[src/rtl/clock_pkg.sv]
// clock_pkg: shared FSM state type, BCD digit type, time limits and BCD helpers for the alarm clock.
package clock_pkg;
  typedef enum logic [1:0] {IDLE, RINGING, SNOOZE_WAIT} fsm_state_t;
  typedef logic [3:0] digit_t;
  localparam logic [7:0] MAX_HOUR = 8'h23;
  localparam logic [7:0] MAX_MIN = 8'h59;
  function automatic logic bcd_valid(input logic [7:0] v, input logic [7:0] max);
    return v[7:4] <= 4'd9 && v[3:0] <= 4'd9 && v <= max;
  endfunction
  function automatic logic [7:0] bcd_inc(input logic [7:0] v);
    return v[3:0] == 4'd9 ? {v[7:4] + 4'd1, 4'd0} : v + 8'd1;
  endfunction
endpackage

[src/rtl/alarm_clock_core_if.sv]
// alarm_clock_core_if: time/alarm programming and snooze/dismiss inputs, display digits and alarm outputs.
interface alarm_clock_core_if #(parameter int NUM_ALARMS = 4);
  localparam int IW = NUM_ALARMS > 1 ? $clog2(NUM_ALARMS) : 1;
  logic SET_LOAD;
  logic [7:0] SET_HOUR, SET_MIN;
  logic ALM_WR;
  logic [IW-1:0] ALM_IDX;
  logic [7:0] ALM_HOUR, ALM_MIN;
  logic [NUM_ALARMS-1:0] ALM_ENA;
  logic SNOOZE, DISMISS;
  clock_pkg::digit_t HOUR_TEN, HOUR_ONE, MIN_TEN, MIN_ONE, SEC_TEN, SEC_ONE;
  logic SEC_TICK;
  logic [NUM_ALARMS-1:0] ALARM_HIT;
  logic RINGING, BUZZER;
  modport master (
    output SET_LOAD, SET_HOUR, SET_MIN, ALM_WR, ALM_IDX, ALM_HOUR, ALM_MIN, ALM_ENA, SNOOZE, DISMISS,
    input HOUR_TEN, HOUR_ONE, MIN_TEN, MIN_ONE, SEC_TEN, SEC_ONE, SEC_TICK, ALARM_HIT, RINGING, BUZZER
  );
  modport slave (
    input SET_LOAD, SET_HOUR, SET_MIN, ALM_WR, ALM_IDX, ALM_HOUR, ALM_MIN, ALM_ENA, SNOOZE, DISMISS,
    output HOUR_TEN, HOUR_ONE, MIN_TEN, MIN_ONE, SEC_TEN, SEC_ONE, SEC_TICK, ALARM_HIT, RINGING, BUZZER
  );
endinterface

[src/rtl/alarm_clock_core_bcd_time_counter.sv]
// bcd_time_counter: one-second prescaler and BCD HH:MM:SS chain with synchronous time load.
// With ALARM_TONE_EN it also reports whether the prescaler is in the first half of the second.
module bcd_time_counter import clock_pkg::*; #(
  parameter int CLK_HZ = 50000000
) (
  input logic clk,
  input logic rst,
  input logic load,
  input logic [7:0] set_hour,
  input logic [7:0] set_min,
`ifdef ALARM_TONE_EN
  output logic first_half,
`endif
  output logic tick,
  output logic new_min,
  output logic [7:0] hour,
  output logic [7:0] min,
  output logic [7:0] sec
);
  localparam int PW = CLK_HZ > 1 ? $clog2(CLK_HZ) : 1;
  logic [PW-1:0] presc;
  logic load_ok, sec_wrap, min_wrap;
  assign load_ok = load && bcd_valid(set_hour, MAX_HOUR) && bcd_valid(set_min, MAX_MIN);
  assign tick = presc == PW'(CLK_HZ - 1);
  assign sec_wrap = sec == MAX_MIN;
  assign min_wrap = min == MAX_MIN;
`ifdef ALARM_TONE_EN
  assign first_half = presc < PW'(CLK_HZ / 2);
`endif
  // new_min marks the cycle in which the time register first shows HH:MM:00
  always_ff @(posedge clk)
    if (rst) begin
      presc <= '0;
      hour <= '0;
      min <= '0;
      sec <= '0;
      new_min <= 1'b0;
    end else begin
      new_min <= load_ok || (tick && sec_wrap);
      presc <= load_ok || tick ? '0 : presc + PW'(1);
      if (load_ok) begin
        hour <= set_hour;
        min <= set_min;
        sec <= '0;
      end else if (tick) begin
        sec <= sec_wrap ? '0 : bcd_inc(sec);
        if (sec_wrap) min <= min_wrap ? '0 : bcd_inc(min);
        if (sec_wrap && min_wrap) hour <= hour == MAX_HOUR ? '0 : bcd_inc(hour);
      end
    end
endmodule

[src/rtl/alarm_clock_core.sv]
// alarm_clock_core: BCD timekeeper with NUM_ALARMS programmable alarms, snooze/dismiss and a timed buzzer.
// Define ALARM_TONE_EN for a gated ~1 kHz buzzer tone instead of a steady level.
module alarm_clock_core import clock_pkg::*; #(
  parameter int CLK_HZ = 50000000,
  parameter int NUM_ALARMS = 4,
  parameter int RING_SECS = 60,
  parameter int SNOOZE_MIN = 5
) (
  input logic MAX10_CLK1_50,
  input logic RESET,
  alarm_clock_core_if.slave bus
);
  localparam int SNOOZE_SECS = SNOOZE_MIN * 60;
  localparam int CW = $clog2((RING_SECS > SNOOZE_SECS ? RING_SECS : SNOOZE_SECS) + 1);
  localparam int IW = NUM_ALARMS > 1 ? $clog2(NUM_ALARMS) : 1;
  logic tick, new_min, ringing;
  logic [7:0] hh, mm, ss;
  logic [7:0] alm_hour [NUM_ALARMS];
  logic [7:0] alm_min [NUM_ALARMS];
  logic [NUM_ALARMS-1:0] match, hit, hit_n;
  logic [CW-1:0] cnt, cnt_n;
  fsm_state_t state, state_n;
`ifdef ALARM_TONE_EN
  logic first_half;
`endif
  bcd_time_counter #(.CLK_HZ(CLK_HZ)) u_time (
    .clk(MAX10_CLK1_50),
    .rst(RESET),
    .load(bus.SET_LOAD),
    .set_hour(bus.SET_HOUR),
    .set_min(bus.SET_MIN),
`ifdef ALARM_TONE_EN
    .first_half(first_half),
`endif
    .tick(tick),
    .new_min(new_min),
    .hour(hh),
    .min(mm),
    .sec(ss)
  );
  // out-of-range indices match no register and are dropped
  always_ff @(posedge MAX10_CLK1_50)
    if (RESET) begin
      for (int i = 0; i < NUM_ALARMS; i++) begin
        alm_hour[i] <= '0;
        alm_min[i] <= '0;
      end
    end else if (bus.ALM_WR && bcd_valid(bus.ALM_HOUR, MAX_HOUR) && bcd_valid(bus.ALM_MIN, MAX_MIN)) begin
      for (int i = 0; i < NUM_ALARMS; i++)
        if (bus.ALM_IDX == IW'(i)) begin
          alm_hour[i] <= bus.ALM_HOUR;
          alm_min[i] <= bus.ALM_MIN;
        end
    end
  for (genvar i = 0; i < NUM_ALARMS; i++) begin : g_match
    assign match[i] = new_min && bus.ALM_ENA[i] && alm_hour[i] == hh && alm_min[i] == mm;
  end
  always_ff @(posedge MAX10_CLK1_50)
    if (RESET) begin
      state <= IDLE;
      cnt <= '0;
      hit <= '0;
    end else begin
      state <= state_n;
      cnt <= cnt_n;
      hit <= hit_n;
    end
  // cnt counts seconds rung in RINGING and seconds waited in SNOOZE_WAIT
  always_comb begin
    state_n = state;
    cnt_n = cnt;
    hit_n = hit;
    case (state)
      IDLE:
        if (|match) begin
          state_n = RINGING;
          cnt_n = '0;
          hit_n = match;
        end
      RINGING:
        if (bus.DISMISS) begin
          state_n = IDLE;
          hit_n = '0;
        end else if (bus.SNOOZE) begin
          state_n = SNOOZE_WAIT;
          cnt_n = '0;
          hit_n = hit | match;
        end else if (tick && cnt == CW'(RING_SECS - 1)) begin
          state_n = IDLE;
          hit_n = '0;
        end else begin
          hit_n = hit | match;
          cnt_n = tick ? cnt + CW'(1) : cnt;
        end
      SNOOZE_WAIT:
        if (bus.DISMISS) begin
          state_n = IDLE;
          hit_n = '0;
        end else if (|match || (tick && cnt == CW'(SNOOZE_SECS - 1))) begin
          state_n = RINGING;
          cnt_n = '0;
          hit_n = hit | match;
        end else
          cnt_n = tick ? cnt + CW'(1) : cnt;
      default: begin
        state_n = IDLE;
        hit_n = '0;
      end
    endcase
  end
  assign ringing = state == RINGING;
  assign bus.HOUR_TEN = hh[7:4];
  assign bus.HOUR_ONE = hh[3:0];
  assign bus.MIN_TEN = mm[7:4];
  assign bus.MIN_ONE = mm[3:0];
  assign bus.SEC_TEN = ss[7:4];
  assign bus.SEC_ONE = ss[3:0];
  assign bus.SEC_TICK = tick;
  assign bus.ALARM_HIT = hit;
  assign bus.RINGING = ringing;
`ifdef ALARM_TONE_EN
  localparam int TONE_DIV = CLK_HZ / 2000 > 1 ? CLK_HZ / 2000 : 1;
  localparam int TW = $clog2(TONE_DIV + 1);
  logic [TW-1:0] tone_cnt;
  logic tone;
  always_ff @(posedge MAX10_CLK1_50)
    if (RESET || !ringing) begin
      tone_cnt <= '0;
      tone <= 1'b0;
    end else if (tone_cnt == TW'(TONE_DIV - 1)) begin
      tone_cnt <= '0;
      tone <= ~tone;
    end else
      tone_cnt <= tone_cnt + TW'(1);
  assign bus.BUZZER = ringing && tone && first_half;
`else
  assign bus.BUZZER = ringing;
`endif
endmodule

[src/flat_wrapper.sv]
// flat-port wrapper written by rule: the top's interface ports become plain ports
module alarm_clock_core_flat import clock_pkg::*;
#(
  parameter int CLK_HZ = 50000000,
  parameter int NUM_ALARMS = 4,
  parameter int RING_SECS = 60,
  parameter int SNOOZE_MIN = 5
)
  (MAX10_CLK1_50, RESET, bus_SET_LOAD, bus_SET_HOUR, bus_SET_MIN, bus_ALM_WR, bus_ALM_IDX, bus_ALM_HOUR, bus_ALM_MIN, bus_ALM_ENA, bus_SNOOZE, bus_DISMISS, bus_HOUR_TEN, bus_HOUR_ONE, bus_MIN_TEN, bus_MIN_ONE, bus_SEC_TEN, bus_SEC_ONE, bus_SEC_TICK, bus_ALARM_HIT, bus_RINGING, bus_BUZZER);
  alarm_clock_core_if #(.NUM_ALARMS(NUM_ALARMS)) bus_i ();
  input logic MAX10_CLK1_50;
  input logic RESET;
  input wire logic [$bits(bus_i.SET_LOAD)-1:0] bus_SET_LOAD;
  input wire logic [$bits(bus_i.SET_HOUR)-1:0] bus_SET_HOUR;
  input wire logic [$bits(bus_i.SET_MIN)-1:0] bus_SET_MIN;
  input wire logic [$bits(bus_i.ALM_WR)-1:0] bus_ALM_WR;
  input wire logic [$bits(bus_i.ALM_IDX)-1:0] bus_ALM_IDX;
  input wire logic [$bits(bus_i.ALM_HOUR)-1:0] bus_ALM_HOUR;
  input wire logic [$bits(bus_i.ALM_MIN)-1:0] bus_ALM_MIN;
  input wire logic [$bits(bus_i.ALM_ENA)-1:0] bus_ALM_ENA;
  input wire logic [$bits(bus_i.SNOOZE)-1:0] bus_SNOOZE;
  input wire logic [$bits(bus_i.DISMISS)-1:0] bus_DISMISS;
  output wire logic [$bits(bus_i.HOUR_TEN)-1:0] bus_HOUR_TEN;
  output wire logic [$bits(bus_i.HOUR_ONE)-1:0] bus_HOUR_ONE;
  output wire logic [$bits(bus_i.MIN_TEN)-1:0] bus_MIN_TEN;
  output wire logic [$bits(bus_i.MIN_ONE)-1:0] bus_MIN_ONE;
  output wire logic [$bits(bus_i.SEC_TEN)-1:0] bus_SEC_TEN;
  output wire logic [$bits(bus_i.SEC_ONE)-1:0] bus_SEC_ONE;
  output wire logic [$bits(bus_i.SEC_TICK)-1:0] bus_SEC_TICK;
  output wire logic [$bits(bus_i.ALARM_HIT)-1:0] bus_ALARM_HIT;
  output wire logic [$bits(bus_i.RINGING)-1:0] bus_RINGING;
  output wire logic [$bits(bus_i.BUZZER)-1:0] bus_BUZZER;
  assign bus_i.SET_LOAD = bus_SET_LOAD;
  assign bus_i.SET_HOUR = bus_SET_HOUR;
  assign bus_i.SET_MIN = bus_SET_MIN;
  assign bus_i.ALM_WR = bus_ALM_WR;
  assign bus_i.ALM_IDX = bus_ALM_IDX;
  assign bus_i.ALM_HOUR = bus_ALM_HOUR;
  assign bus_i.ALM_MIN = bus_ALM_MIN;
  assign bus_i.ALM_ENA = bus_ALM_ENA;
  assign bus_i.SNOOZE = bus_SNOOZE;
  assign bus_i.DISMISS = bus_DISMISS;
  assign bus_HOUR_TEN = bus_i.HOUR_TEN;
  assign bus_HOUR_ONE = bus_i.HOUR_ONE;
  assign bus_MIN_TEN = bus_i.MIN_TEN;
  assign bus_MIN_ONE = bus_i.MIN_ONE;
  assign bus_SEC_TEN = bus_i.SEC_TEN;
  assign bus_SEC_ONE = bus_i.SEC_ONE;
  assign bus_SEC_TICK = bus_i.SEC_TICK;
  assign bus_ALARM_HIT = bus_i.ALARM_HIT;
  assign bus_RINGING = bus_i.RINGING;
  assign bus_BUZZER = bus_i.BUZZER;
  alarm_clock_core #(.CLK_HZ(CLK_HZ), .NUM_ALARMS(NUM_ALARMS), .RING_SECS(RING_SECS), .SNOOZE_MIN(SNOOZE_MIN)) u_core (.MAX10_CLK1_50(MAX10_CLK1_50), .RESET(RESET), .bus(bus_i));
endmodule
[config.mk]
export PLATFORM = sky130hd
export DESIGN_NAME = alarm_clock_core_flat
export DESIGN_NICKNAME = d
export VERILOG_FILES = /design/src/rtl/clock_pkg.sv /design/src/rtl/alarm_clock_core_if.sv /design/src/rtl/alarm_clock_core_bcd_time_counter.sv /design/src/rtl/alarm_clock_core.sv /design/src/flat_wrapper.sv
export SDC_FILE = /design/constraint.sdc
export NUM_CORES = 1
export LEC_CHECK = 0
export CAP_MARGIN = 25
export CORE_MARGIN = 2
export CORE_UTILIZATION = 50
export CTS_BUF_LIST = sky130_fd_sc_hd__clkbuf_2
export CTS_CLUSTER_SIZE = 28
export DETAILED_ROUTE_END_ITERATION = 8
export PLACE_DENSITY = 0.73
export RECOVER_POWER = 50
export REMOVE_ABC_BUFFERS = 1
export SLEW_MARGIN = 40
export SYNTH_ARGS = -nofsm -noshare
export SYNTH_HDL_FRONTEND = slang
export SYNTH_HIERARCHICAL = 1
export SYNTH_SLANG_ARGS = --single-unit
export TNS_END_PERCENT = 50
[constraint.sdc]
create_clock -name MAX10_CLK1_50 -period 3.4 [get_ports MAX10_CLK1_50]
set_clock_uncertainty 0.05 [all_clocks]
set_input_delay 0.85 -clock MAX10_CLK1_50 [delete_from_list [all_inputs] [get_ports MAX10_CLK1_50]]
set_output_delay 0.85 -clock MAX10_CLK1_50 [all_outputs]
set_load 0.01 [all_outputs]
-- Yosys cells after proc, flatten, opt, wreduce, memory -nomap -nowiden
Memories as Yosys holds them, arrays and structs flattened.
Index checks and enable logic that the tools add are counted.
- $add $sub $neg: 8
- magnitude comparators: 12
- eq/ne operators: 28
- muxes and demuxes: 60
- bitwise operators: 9
- reductions and logical operators: 45
- operators with widths (kind ; count):
    $mux W8 ; 20
    $eq A8 B8 Y1 ; 8
    $mux W9 ; 7
    $le A4 B4 Y1 const B ; 8
    $logic_and A1 B1 Y1 ; 28
    $pmux W9 S3 ; 1
    $add A26 B1 Y26 const B ; 1
    $eq A26 B26 Y1 const B ; 1
    $add A8 B1 Y8 const B ; 3
    $mux W4 ; 6
    $mux W1 ; 18
    $eq A8 B7 Y1 const B ; 2
    $le A8 B6 Y1 const B ; 2
    $le A8 B7 Y1 const B ; 2
    $add A4 B1 Y4 const B ; 3
    $eq A4 B4 Y1 const B ; 3
    $mux W2 ; 6
    $pmux W4 S3 ; 1
    $add A9 B1 Y9 const B ; 1
    $eq A9 B6 Y1 const B ; 1
    $eq A9 B9 Y1 const B ; 1
    $eq A8 B6 Y1 const B ; 1
    $or A1 B1 Y1 ; 8
    $eq A2 B2 Y1 const B ; 3
    17 further kinds ; 27
- register bits: 66
- bits in writable memories: 64
- bits of input ports: 44
- memories kept: 2
- memories (memory ; words ; bits a word ; rd ports ; clocked after memory_dff ; wr ports ; line ; text):
    u_core.alm_hour ; 4 ; 8 ; 4 ; 0 ; 4 ; alarm_clock_core.sv:18 ; logic [7:0] alm_hour [NUM_ALARMS];
    u_core.alm_min ; 4 ; 8 ; 4 ; 0 ; 4 ; alarm_clock_core.sv:19 ; logic [7:0] alm_min [NUM_ALARMS];

-- Logic depth before layout (Yosys ltp)
Gate-level depths: netlist (run 1).
- word-level depth: 9
- depth in mapped cells: 16
- depth with buffers taken out: 12

-- Hierarchy
Netlist (run 1), hierarchy kept.
- modules (own cells, without submodules) (module ; times used ; cells an instance ; area an instance (sq um) ; sequential area each (sq um)):
    alarm_clock_core ; 1 ; 362 ; 4174.0 ; 2222.1
    bcd_time_counter ; 1 ; 344 ; 2960.3 ; 1021.0

-- Worst setup path after synthesis (run 1)
OpenSTA, ideal clock, no wires.
- path type: reg-to-reg
- start point: reg u_core.u_time.presc[0]
- end point: reg u_core.cnt[5]
- library setup time: 73 ps
- data arrival time: 3236 ps
- path slack: 41 ps
- cell stages (with the launch flop): 17
- path buffers: 5
- period minus slack after synthesis: 3359 ps
- cell sequence: dfxtp_1 -> ha_1 -> and4_1 -> clkbuf_4 -> nand4b_4 -> or2_2 -> clkbuf_1 -> inv_1 -> clkbuf_2 -> nand4_1 -> o41a_1 -> o21ba_1 -> o31a_1 -> buf_6 -> or2_1 -> buf_6 -> o211ai_2
- word-level cells in the longest chain between the ends: 6
- elaborated cells between the ends (all ways): 13
- those cells by class: eq/ne (2); mux (7); reduce/logical (4)
- RTL lines (item ; line ; text):
    start: declaration ; alarm_clock_core_bcd_time_counter.sv:21 ; logic [PW-1:0] presc;
    start signal: assignment ; alarm_clock_core_bcd_time_counter.sv:40 ; presc <= load_ok || tick ? '0 : presc + PW'(1);
    $eq A26 B26 Y1 (*) ; alarm_clock_core_bcd_time_counter.sv:24 ; assign tick = presc == PW'(CLK_HZ - 1);
    net bus_SEC_TICK ; flat_wrapper.sv:29 ; output wire logic [$bits(bus_i.SEC_TICK)-1:0] bus_SEC_TICK;
    $mux W9 or $logic_and A1 B1 Y1 (tied branches) ; - ;
    $mux W9 or $logic_or A1 B1 Y1 (tied branches) ; - ;
    $mux W9 (on tied branches) (2 in series) ; - ;
    $pmux W9 S3 ; alarm_clock_core.sv:73 ; case (state)
    end signal: assignment ; alarm_clock_core.sv:65 ; cnt <= cnt_n;
    end: declaration ; alarm_clock_core.sv:21 ; logic [CW-1:0] cnt, cnt_n;
Mark *: on every way through the listed nets, which the timed path passes. The rest lies on a longest branch. The select of a mux whose other input is x is not followed.
A chain may end at the register's enable or synchronous reset.

-- Final worst setup path (run 1)
- start point: reg u_core.u_time.presc[0]
- end point: reg u_core.cnt[0]
- word-level cells in the longest chain between the ends: 6
- elaborated cells between the ends (all ways): 13
- those cells by class: eq/ne (2); mux (7); reduce/logical (4)
- RTL lines (item ; line):
    $eq A26 B26 Y1 (*) ; alarm_clock_core_bcd_time_counter.sv:24
    $mux W9 or $logic_and A1 B1 Y1 (tied branches) ; -
    $mux W9 or $logic_or A1 B1 Y1 (tied branches) ; -
    $mux W9 (on tied branches) (2 in series) ; -
    $pmux W9 S3 ; alarm_clock_core.sv:73
Every way passes the cells marked *; elsewhere a longest branch is shown, timed or not. The select of a mux whose other input is x is not followed.

==> results.yml, run 1 <==
synth:
  synth-edff-count: 64
  syn-cell-area_um2: 7130
  ys.flop_type: "dfxtp_1"
  synthCells: 706
  synth_area_leaders: "edfxtp_1 (27%), dfxtp_1 (19%), xor2_1 (9.3%)"
  ys_seq_area_share_pct: 45.5
  synthTopCellsByCount: "xor2_1 (76), dfxtp_1 (66), nor2_1 (66)"
  yosysMostFrequentCell: "xor2_1"
  async_reset_ff_share_pct: 0
  synth_area_leader_cell: "edfxtp_1"
  postSynthAreaPerCell_um2: 10.1
  yosysWarningCount: 6
  ys_seq_elements: 130
  ys_types: 75
  synth_top_area_share_pct: 26.9
pwr:
  swShare_pct: 25.1
  power_switching_w: 0.000738
  peakVddDrop_uv: 259
  powerDensity_nw_per_um2: 350
  seqPwrFrac_pct: 58.5
  power.clock.fraction_pct: 33.9
  intPower_w: 0.00220
  power_leakage_nw: 3.14
  pwr-share-comb_pct: 7.6
placement:
  hpwl_um: 12800
  routabilityCongestion: 0.860
  port_buffers: 74
  placed_cell_area_um2: 8180
finish:
  syn_to_final_growth_pct: 18.0
  final_nets: 868
  final_cell_area_um2: 8420
  n_fill_cell: 1199
  ff_latch_area_um2: 3250
  multi_input_area_um2: 3680
  drive_gt1_share_pct: 10.4
clock_network:
  clk_pin_slew_ns: 0.19
  htree_levels: 4
  cts_buffers: 17
  cts.root.buffer_cell: "clkbuf_2"
  clock-sinks: 130
  hold_buffers: 0
  tritoncts: "done"
  clockBufferDepth: 2
  clock_latency_ns: 0.69
floorplan:
  die_x_um: 123
  fp.dieH_um: 123
  pin_count: 75
  die_area_um2: 15200
  initial_utilization_pct: 51.2
  num_rows: 43
  core_area_um2: 13900
route:
  drc_errors: 0
  drtPass1Iterations: 5
  wl_per_cell_um: 17.8
  wirelength_um: 17800
  drt_iter0_drc: 529
  via_per_inst: 5.68
  ant_nets: 0
  vias: 5681
min_path:
  hold_class: "flip-flop to flip-flop"
  min_from: "u_core/u_time/presc[0]$_SDFF_PP0_"
  holdPathEnd: "u_core/u_time/presc[0]$_SDFF_PP0_"
  hold_depth: 1
global_route:
  antenna_found_initial: 1
  grt_usage_pct: 24.8
  grt_max_degree: 26
  grt_pass1_wl_um: 28600
  grt.overflow.total: 0
  grt_pass1_vias: 5504
timing:
  final_hold_viol_count: 0
  tns_ns: 0
  rsz0062_at_grt: "false"
  fmax_mhz: 314
  finalSetupViolations: 0
  fin_crit_sh_pct: 93.7
  period_needed_ns: 3.19
  slew_headroom_pct: 29.9
  tightest_slew_ns: 1.05
  slew_viol_final: 0
worst_setup_path:
  crit_path_start_kind: "flip-flop"
  cp-end-kind: "flip-flop"
  ff2ff_path_depth: 11
  cpMaxStageDelayCell: "or2_1"
  r2r-start: "u_core/u_time/presc[0]$_SDFF_PP0_"
  crit_type: "flip-flop to flip-flop"
  r2r_setup_slack_ns: 0.21
  worst_path_largest_cell_delay_ns: 0.45
  worstPathArrival_ns: 3.75
  timing.rr.end: "u_core/cnt[0]$_SDFFE_PP0P_"
  crit_chain: "ha_2, and4_4, nand4b_4, or2_2, inv_1, nand4_1, o41a_1, o21ba_1, o31a_1, or2_1, o211ai_2"
  critical_path_required_ns: 3.96
  path_max_fanout: 10
outcome:
  outcome: "finished, final reports clean"
run:
  cap_violations: 0
-- what timing repair did --
item / in CTS / in global routing
resized for setup: 7 / 6
endpoints found under the hold margin: 0 / 0
buffers inserted: 0 / 0
endpoints found under the setup margin: 1 / 5
-- layout by cell type, fill, tap and decap left out, types with 19 or more instances in the layout --
| cell type | instances |
|---|---|
| dfxtp_1 | 60 |
| inv_1 | 28 |
| and2_1 | 27 |
| nand3_1 | 25 |
| clkdlybuf4s50_1 | 71 |
| nand2_1 | 34 |
| clkbuf_2 | 19 |
| nor2_1 | 66 |
| xor2_1 | 76 |
| edfxtp_1 | 64 |
| and2_0 | 29 |
-- cells by family (layout without fill, tap and decap cells) --
group	count (synthesis)	after routing	synth area share (%)
XOR/XNOR	92	92	11.3
flip-flops	130	130	45.5
buffers and inverters	59	161	3.84
multiplexers	7	7	1.02
AND/OR/NAND/NOR	286	286	23.3
AO/OA/AOI/OAI	113	113	11.9
adder cells (fa/ha/maj)	18	18	3.16
other	1	13	0.0526
-- flip-flops by register name (all words and copies together), names as in the netlist, 2 cells and up --
register,flops
u_core/u_time/presc,26
u_core/bus.ALARM_HIT,4
u_core/state,2
u_core/alm_hour,32
u_core/u_time/min,8
u_core/alm_min,32
u_core/cnt,9
u_core/u_time/sec,8
u_core/u_time/hour,8
-- worst max path at each step --
stage                                           start                          to  cells past startpoint
floorplan           u_core/u_time/presc[0]$_SDFF_PP0_  u_core/cnt[0]$_SDFFE_PP0P_                     11
detailed placement  u_core/u_time/presc[0]$_SDFF_PP0_  u_core/cnt[2]$_SDFFE_PP0P_                     11
CTS                 u_core/u_time/presc[1]$_SDFF_PP0_                bus_SEC_TICK                      6
finish              u_core/u_time/presc[0]$_SDFF_PP0_  u_core/cnt[0]$_SDFFE_PP0P_                     11
global placement    u_core/u_time/presc[0]$_SDFF_PP0_  u_core/cnt[2]$_SDFFE_PP0P_                     11
global route        u_core/u_time/presc[0]$_SDFF_PP0_                bus_SEC_TICK                      6
-- layout make-up --
class                   count  area share, %
multi-input cells         528           43.7
diodes                      1         0.0297
clock inverters            14           1.96
flip-flops and latches    130           38.6
repair buffers            101           10.7
clock buffers              18           1.07
well taps                 180           2.68
inverters                  28           1.25
-- through the flow --
stage               hold slack (ns)  worst slack, ns  util [%]  power (W)  instances
finish                        0.426            0.213      60.4    0.00294       1000
global route                  0.439           0.0466      60.4    0.00306       1000
CTS                           0.418           0.0203      60.6    0.00298        999
detailed placement            0.437            0.124      58.7    0.00198        967
global placement              0.393            0.279      58.7    0.00197        967
floorplan                     0.380           0.0955         -    0.00185        686
-- worst max-delay path: cells and delay by family (launching register included) --
family,cells,cell delay [ns]
compound gates,4,1.00
fa+ha+maj,1,0.22
buf+inv,1,0.13
flops,1,0.40
simple gates,5,1.32
-- power by group through the flow --
stage	combinational, W	sequential [W]	clock [W]
4_1_cts	0.000225	0.00172	0.00103
3_3_place_gp	0.000218	0.00175	0
5_1_grt	0.000242	0.00173	0.00109
3_5_place_dp	0.000224	0.00176	0
6_report	0.000222	0.00172	0.000998
2_1_floorplan	0.000102	0.00175	0
-- layer usage --
metal  global-route usage (%)  share of wire [%]  up-vias
li1                         -                  -     2743
met1                     31.7                 42     2690
met2                     41.8                 50      220
met3                     5.07                6.1       28
met4                     8.81                2.1        0
met5                        0                  0        -
(Power assumes the default switching activity.)
==> run 2: changes to the inputs <==
- CORE_UTILIZATION: 50 -> 53
- PLACE_DENSITY: 0.73 -> 0.77
- SYNTH_HIERARCHICAL: 1 -> default
==> results.yml, run 2 <==
worst_setup_path:
  critical_path_required_ns: 2.50
  path_max_fanout: 10
  crit_type: "flip-flop to output port"
  crit_path_start_kind: "flip-flop"
  cp-end-kind: "output port"
  worstPathArrival_ns: 2.31
  r2r-start: "u_core.u_time.hour[5]$_SDFFE_PP0P_"
  critical_path.startpoint: "u_core.u_time.presc[5]$_SDFF_PP0_"
synth:
  synth_top_area_share_pct: 27.9
  synth-edff-count: 64
  synth_area_leader_cell: "edfxtp_1"
  synth_area_leaders: "edfxtp_1 (28%), dfxtp_1 (19%), xor2_1 (8.3%)"
  yosysWarningCount: 0
  synthCells: 705
  ys_seq_elements: 130
  synthTopCellsByCount: "dfxtp_1 (66), nor2_1 (65), xor2_1 (65)"
  ys_types: 63
  postSynthAreaPerCell_um2: 9.75
  ys.flop_type: "dfxtp_1"
  yosysMostFrequentCell: "dfxtp_1"
  async_reset_ff_share_pct: 0
  syn-cell-area_um2: 6880
  ys_seq_area_share_pct: 47.2
pwr:
  peakVddDrop_uv: 208
  design_power_total_w: 0.00279
  powerDensity_nw_per_um2: 341
  power_leakage_nw: 2.95
finish:
  reg_top3: "u_core.alm_hour x32, u_core.alm_min x32, u_core.u_time.presc x26"
  n_fill_cell: 1035
  final_nets: 869
  drive_gt1_share_pct: 11.0
  instances_no_fill: 992
  syn_to_final_growth_pct: 18.9
  num_antenna_cells: 0
  layout_common_cells: "clkdlybuf4s50_1 (71), nor2_1 (65), xor2_1 (65)"
  mostFrequentLayoutCell: "clkdlybuf4s50_1"
timing:
  tns_ns: 0
  slew_headroom_pct: 29.7
  postLayoutSetupSlackWorst_ns: 0.186
  period_needed_ns: 3.21
  final_hold_viol_count: 0
  fin_crit_sh_pct: 94.5
  fmax_mhz: 311
  slew_viol_final: 0
  finalSetupViolations: 0
  rsz0062_at_grt: "false"
  tightest_slew_ns: 1.05
placement:
  port_buffers: 74
  routabilityCongestion: 0.910
  hpwl_um: 12500
  dp.cells: 959
  pre_cts_ws_ns: 0.238
route:
  wl_per_cell_um: 17.3
  drc_errors: 0
  drt_iter0_drc: 437
  vias: 5647
  routed.top_layer: "met4"
  wl_met1_um: 7080
  ant_nets: 0
  met2_length_um: 8560
  met3_length_um: 1100
  drtPass1Iterations: 5
  wirelength_um: 17100
  via_per_inst: 5.69
clock_network:
  tritoncts: "done"
  hold_buffers: 0
  clock-sinks: 130
  clock_latency_ns: 0.72
  cts_buffers: 17
  cts.root.buffer_cell: "clkbuf_2"
  htree_levels: 4
  clk_pin_slew_ns: 0.19
  clockBufferDepth: 2
global_route:
  grt_pass1_vias: 5698
  grt_usage_pct: 25.5
  antenna_found_initial: 0
  grt_max_degree: 26
  grt_pass1_wl_um: 28000
  grt.overflow.total: 0
floorplan:
  die_area_um2: 13900
  initial_utilization_pct: 54.5
  pin_count: 75
  num_rows: 41
  core_area_um2: 12600
  die_x_um: 118
  fp.dieH_um: 118
min_path:
  hold_class: "flip-flop to flip-flop"
  min_from: "u_core.u_time.presc[0]$_SDFF_PP0_"
run:
  cap_violations: 0
outcome:
  outcome: "finished, final reports clean"
==> run 2: cell count changes after synthesis, sizes merged, moves of 5 or more <==
| cell | previous run | this run |
|---|---|---|
| xor2 | 76 | 65 |
| o211ai | 21 | 1 |
| nor3 | 14 | 20 |
| inv | 28 | 13 |
| xnor2 | 16 | 26 |
| a21oi | 15 | 39 |
| o21ai | 16 | 26 |
| a22oi | 0 | 5 |
| o2111ai | 6 | 0 |
| nand2 | 34 | 45 |
==> run 2: worst paths after layout <==
path | endpoint | slack, ns | cells after the start
worst min-delay path | u_core.u_time.presc[0]$_SDFF_PP0_ | 0.45 | 1
worst min register to register | u_core.u_time.presc[0]$_SDFF_PP0_ | 0.45 | 1
worst max-delay path | bus_SEC_TICK | 0.19 | 5
worst max register to register | u_core.cnt[8]$_SDFFE_PP0P_ | 0.49 | 8
==> run 2: layout make-up <==
type,instances,area [um^2],area share [%]
Multi-Input combinational cell,536,3470,42.5
Clock inverter,13,118,1.44
Clock buffer,19,95.1,1.16
Inverter,14,57.6,0.704
Tap cell,172,215,2.63
Timing Repair Buffer,108,957,11.7
Sequential cell,130,3260,39.9
==> run 2: worst max-delay path, cell delays in order (launching register included) <==
cell	delay, ns
dfxtp_2	0.38
and4_4	0.27
nand3_2	0.13
or3_4	0.44
clkinv_4	0.10
dlygate4sd2_1	0.27
==> run 2: kinds of logic after synthesis <==
family / synth area share (%)
flip-flops: 47.2
AND/OR/NAND/NOR: 23.9
buffers and inverters: 3.35
adder cells (fa/ha/maj): 3.28
XOR/XNOR: 11.6
other: 0.0545
multiplexers: 0.455
AO/OA/AOI/OAI: 10.2
==> run 2: what timing repair did <==
item,CTS,global route
buffers inserted,1,0
resized for setup,15,0
setup endpoints to repair,1,0
==> run 2: per-stage QoR <==
step / area, um^2 / hold WS, ns / utilization, %
after detailed placement: 7950 / 0.417 / 63.0
after CTS: 8210 / 0.446 / 65.0
after global placement: 7950 / 0.411 / 63.0
final: 8170 / 0.448 / 64.8
after floorplan: 6750 / 0.392 / -
after global routing: 8170 / 0.474 / 64.8
==> run 2: routing by layer <==
metal | global-route usage (%) | vias to the layer above
met4 | 10.2 | 0
met2 | 44.3 | 208
met3 | 5.18 | 30
met1 | 30.9 | 2700
li1 | - | 2709
met5 | 0 | -
==> run 2: report_power, final <==
group | total (W) | leakage (nW) | internal [W] | switching [W]
sequential | 0.00172 | 1.15 | 0.00169 | 0.0000279
combinational | 0.000176 | 1.66 | 0.0000860 | 0.0000902
clock | 0.000894 | 0.148 | 0.000332 | 0.000562
total | 0.00279 | 2.95 | 0.00211 | 0.000680
